--- src/rtl/wb_arbiter_rr.sv ---
// Two-master round-robin arbiter in front of one Wishbone-classic slave port.
// A per-transaction watchdog completes the cycle itself if the slave stays silent.
module wb_arbiter_rr #(
  parameter int              ADR_W   = 16,
  parameter int              DAT_W   = 32,
  parameter int              TIMEOUT = 255,
  parameter logic [DAT_W-1:0] TO_DATA = 32'hDEAD_BEEF
) (
  input  logic             clk,
  input  logic             rst_n,
  input  logic             m0_stb,
  input  logic             m0_we,
  input  logic [ADR_W-1:0] m0_adr,
  input  logic [DAT_W-1:0] m0_dat_c,
  output logic [DAT_W-1:0] m0_dat_p,
  output logic             m0_ack,
  input  logic             m1_stb,
  input  logic             m1_we,
  input  logic [ADR_W-1:0] m1_adr,
  input  logic [DAT_W-1:0] m1_dat_c,
  output logic [DAT_W-1:0] m1_dat_p,
  output logic             m1_ack,
  output logic             s_stb,
  output logic             s_we,
  output logic [ADR_W-1:0] s_adr,
  output logic [DAT_W-1:0] s_dat_c,
  input  logic [DAT_W-1:0] s_dat_p,
  input  logic             s_ack,
  output logic             timeout
);

  localparam int WDOG_W = $clog2(TIMEOUT + 1);

  typedef enum logic {IDLE, BUSY} state_t;

  state_t            state_q, state_d;
  logic              grant_q, grant_d;
  logic              last_q, last_d;
  logic [WDOG_W-1:0] wdog_q, wdog_d;
  logic              timeout_q, timeout_d;

  logic sel_stb;
  logic expire;
  logic to_fire;

  assign sel_stb = grant_q ? m1_stb : m0_stb;
  assign expire  = (wdog_q == WDOG_W'(TIMEOUT - 1));

  // Request fields are passed through unregistered; masters hold them stable while stb is high.
  assign s_we    = grant_q ? m1_we    : m0_we;
  assign s_adr   = grant_q ? m1_adr   : m0_adr;
  assign s_dat_c = grant_q ? m1_dat_c : m0_dat_c;

  assign m0_dat_p = (to_fire && !grant_q) ? TO_DATA : s_dat_p;
  assign m1_dat_p = (to_fire &&  grant_q) ? TO_DATA : s_dat_p;
  assign timeout  = timeout_q;

  always_comb begin
    // NOTE: every output of this block gets a default first so no path can infer a latch.
    state_d   = state_q;
    grant_d   = grant_q;
    last_d    = last_q;
    wdog_d    = wdog_q;
    timeout_d = timeout_q;
    s_stb     = 1'b0;
    m0_ack    = 1'b0;
    m1_ack    = 1'b0;
    to_fire   = 1'b0;

    case (state_q)
      IDLE: begin
        if (m0_stb || m1_stb) begin
          grant_d = (m0_stb && m1_stb) ? ~last_q : m1_stb;
          state_d = BUSY;
          wdog_d  = '0;
        end
      end
      BUSY: begin
        if (s_ack) begin
          s_stb   = sel_stb;
          m0_ack  = !grant_q;
          m1_ack  = grant_q;
          state_d = IDLE;
          last_d  = grant_q;
        end else if (!sel_stb) begin
          // Master withdrew its request: drop the cycle silently.
          state_d = IDLE;
          last_d  = grant_q;
        end else if (expire) begin
          to_fire   = 1'b1;
          m0_ack    = !grant_q;
          m1_ack    = grant_q;
          timeout_d = 1'b1;
          state_d   = IDLE;
          last_d    = grant_q;
        end else begin
          s_stb  = 1'b1;
          wdog_d = wdog_q + 1'b1;
        end
      end
      default: state_d = IDLE;
    endcase
  end

  // NOTE: state registers use non-blocking assignments so all of them update from the same pre-edge values.
  always_ff @(posedge clk or negedge rst_n) begin
    if (!rst_n) begin
      state_q   <= IDLE;
      grant_q   <= 1'b0;
      last_q    <= 1'b1;
      wdog_q    <= '0;
      timeout_q <= 1'b0;
    end else begin
      state_q   <= state_d;
      grant_q   <= grant_d;
      last_q    <= last_d;
      wdog_q    <= wdog_d;
      timeout_q <= timeout_d;
    end
  end

endmodule
--- config.mk ---
export PLATFORM = sky130hd
export DESIGN_NAME = wb_arbiter_rr
export DESIGN_NICKNAME = d
export VERILOG_FILES = /design/src/rtl/wb_arbiter_rr.sv
export SDC_FILE = /design/constraint.sdc
export NUM_CORES = 1
export LEC_CHECK = 0
export BUFFER_PORTS_ARGS = -buffer_cell sky130_fd_sc_hd__buf_2
export CAP_MARGIN = 20
export CORE_AREA = 4 4 97 99
export CTS_BUF_LIST = sky130_fd_sc_hd__clkbuf_4 sky130_fd_sc_hd__clkbuf_8
export DETAILED_ROUTE_END_ITERATION = 8
export DIE_AREA = 0 0 101 103
export PLACE_DENSITY = 0.55
export REMOVE_ABC_BUFFERS = 1
export SYNTH_ARGS = -nofsm -noshare
export SYNTH_HDL_FRONTEND = slang
export SYNTH_SLANG_ARGS = --single-unit
--- constraint.sdc ---
create_clock -name clk -period 2.5 [get_ports clk]
set_input_delay 0.5 -clock clk [delete_from_list [all_inputs] [get_ports clk]]
set_output_delay 0.5 -clock clk [all_outputs]
set_load 0.02 [all_outputs]
==> flow_summary.yaml <==
clocking:
  clk_pin_slew_ns: 0.06
  clockBufferDepth: 2
  cts_tree: "built"
  clk_latency_ns: 0.24
  cts_hold_buf: 0
  cts_buffers: 3
  cts_sinks: 12
  cts-root-buf: "clkbuf_8"
  htree_levels: 1
yosys:
  synth_warnings: 0
  syn-cell-area_um2: 1700
  avgSynthCellArea_um2: 8.58
  synth_compound_area_frac: 0.0810
  ys_seq_area_frac: 0.177
  synth_top_family_by_area: "multiplexers"
  synth_seq_cells: 12
  synth_fa_ha_area_frac: 0.0147
  yosys.area_share.simple: 0.337
  synth_mux_area_frac: 0.343
  synth_cell_type_count: 32
  synth_xor_area_frac: 0
  syn_inst: 198
power:
  seqPwrFrac: 0.126
  p_int_w: 0.00106
  p_sw_frac: 0.491
  power.density_nw_per_um2: 640
  clkPwrFrac: 0.096
  p_sw_w: 0.00103
  ir_worst_vdd_mv: 0.395
  pwr-share-comb: 0.778
  leakage_nw: 1.82
finish:
  fillers: 877
  layout.nets: 588
  ff_latch_area_um2: 303
  drive_gt1_frac: 0.769
  multi_input_comb_area_um2: 1330
  stdcell_count: 559
  area_growth_pct: 92.2
  utilization: 0.382
status:
  outcome: "finished clean"
grt:
  grt_max_degree: 56
  grt_pass1_vias: 2240
  overflow: 0
  antenna_found_initial: 1
  grt_pass1_wl_um: 11100
  grtUsageTotal: 0.134
route:
  wl_met2_um: 4230
  wire_per_inst_um: 14.9
  topRoutingLayerUsed: "met4"
  drtIter0Drc: 40
  vias: 2401
  met3_length_um: 961
  vias_per_cell: 4.30
  dr.pass1.iters: 4
  wl_met1_um: 2960
  drtAntennaViolNets: 0
  totalWireLength_um: 8330
  drc: 0
sta:
  skew_ns: 0.00120
  slew_headroom: 0.678
  fin_crit_sh: 0.972
  finalHoldViolCount: 0
  clock.fmax_mhz: 412
  tightest_slew_ns: 0.482
  finalMaxSlewViolations: 0
  setup-violations-final: 0
  timing.final.ws_setup_ns: 0.0705
  finalCriticalPeriod_ns: 2.43
placement:
  io_buffer_count: 251
  pre_cts_ws_ns: 0.173
  gp_congestion: 0.791
  placed_cells: 550
  place_hpwl_um: 7160
min_path:
  hp-class: "input port to asynchronous set/reset pin"
floorplan:
  pin_count: 252
  die_w_um: 101
  core-area_um2: 8550
  start_util: 0.199
  rows: 34
  dieArea_um2: 10400
  dieHeight_um: 103
worst_setup_path:
  worstPathArrival_ns: 1.93
  cp_max_fo: 16
  critPathCaptureType: "output port"
  critical_path_class: "flip-flop to output port"
  critPathRequiredTime_ns: 2.00
  start_kind: "flip-flop"
run:
  drv_cap: 0
## critical path: stages, from the launching register on
cell	delay (ns)
dfrtp_2	0.37
mux2i_1	0.34
or3_4	0.21
nor3_4	0.05
buf_12	0.15
buf_12	0.13
or2_2	0.27
buf_4	0.16
## registers in the layout (all words and copies together), names as in the netlist
name     cells
wdog_q       8
grant_q      1
last_q       1
state_q      1
timeout      1
## final timing paths
path                            from      endpoint  slack [ns]  depth (start not counted)
setup / recovery             grant_q  m0_dat_p[30]        0.07                          7
hold / removal                 rst_n     wdog_q[2]        0.13                          1
setup reg to reg           wdog_q[0]     wdog_q[0]        0.68                          8
hold reg to reg              timeout       timeout        0.45                          1
max in group asynchronous      rst_n        last_q        2.10                          1
min in group clk             timeout       timeout        0.45                          1
## repair_timing
item                       CTS  global route
buffers inserted             2             1
gates cloned                 1             0
resized for setup            4            18
pin swaps                    2             1
setup endpoints to repair   24            32
## layer usage
metal  global-route usage  up-vias
met5                    0        -
met4               0.0470        0
met3               0.0230       10
met2                0.246      161
met1                0.156     1037
li1                     -     1193
## final cells by class
cell class              count  area share
repair buffers            261       0.439
diodes                      1    0.000766
clock buffers               4      0.0149
inverters                   4     0.00460
flip-flops and latches     12      0.0927
multi-input cells         169       0.406
well taps                 108      0.0414
## cell usage in the layout, fill, tap and decap left out, drive strengths merged, types with 2 or more instances in the layout
| cell type | n |
|---|---|
| a221o | 4 |
| or2 | 25 |
| mux2 | 50 |
| nor3 | 8 |
| nand2b | 24 |
| nor2b | 9 |
| o21ai | 4 |
| inv | 4 |
| nand2 | 7 |
| nor2 | 5 |
| a21oi | 2 |
| mux2i | 2 |
| o21a | 2 |
| nand3 | 5 |
| dfrtp | 11 |
| ha | 2 |
| clkbuf | 4 |
| and2 | 9 |
| buf | 261 |
| nor4 | 2 |
## cells in the mapped netlist (all sizes together)
cell type / count / area share
mux2: 50 / 0.33
nor3b: 1 / 0.0044
ha: 2 / 0.015
a211o: 1 / 0.0052
dfstp: 1 / 0.015
a21oi: 2 / 0.0059
nand2: 7 / 0.015
nand4: 1 / 0.0037
dfrtp: 11 / 0.16
buf: 10 / 0.031
a21o: 1 / 0.0044
inv: 4 / 0.0088
or3: 1 / 0.0037
nor2: 5 / 0.011
nand2b: 24 / 0.088
mux2i: 2 / 0.012
a21boi: 1 / 0.0066
o31ai: 1 / 0.0044
clkbuf: 3 / 0.0066
nor3: 8 / 0.030
a221o: 4 / 0.024
nor4: 2 / 0.0074
nor2b: 9 / 0.033
nand3: 5 / 0.015
or2: 25 / 0.092
o21ai: 4 / 0.012
o211ai: 1 / 0.0044
a32o: 1 / 0.0059
o21a: 2 / 0.0088
and2: 9 / 0.033
## kinds of logic (layout without fill, tap and decap cells)
group | after synthesis | count (layout)
compound gates | 18 | 18
fa+ha+maj | 2 | 2
buf+inv | 17 | 269
flops | 12 | 12
mux | 52 | 52
other cells | 0 | 1
simple gates | 97 | 97
## power by group through the flow
| stage | combinational, W | clock [W] | sequential, W |
|---|---|---|---|
| after floorplan | 0.000950 | 0 | 0.000375 |
| after global placement | 0.00160 | 0 | 0.000268 |
| after detailed placement | 0.00161 | 0 | 0.000266 |
| after CTS | 0.00162 | 0.000205 | 0.000265 |
| after global routing | 0.00173 | 0.000217 | 0.000268 |
| final | 0.00163 | 0.000200 | 0.000263 |
## per-stage QoR
step           area, µm²  setup TNS [ns]  hold slack, ns  total power [W]
2_1_floorplan       1640          -76.25           0.204          0.00132
3_3_place_gp        3100               0           0.394          0.00187
3_5_place_dp        3100               0           0.397          0.00188
4_1_cts             3210               0           0.134          0.00209
5_1_grt             3270         -0.0751           0.144          0.00222
6_report            3270               0           0.127          0.00209
Power figures use the tool's default switching activity.
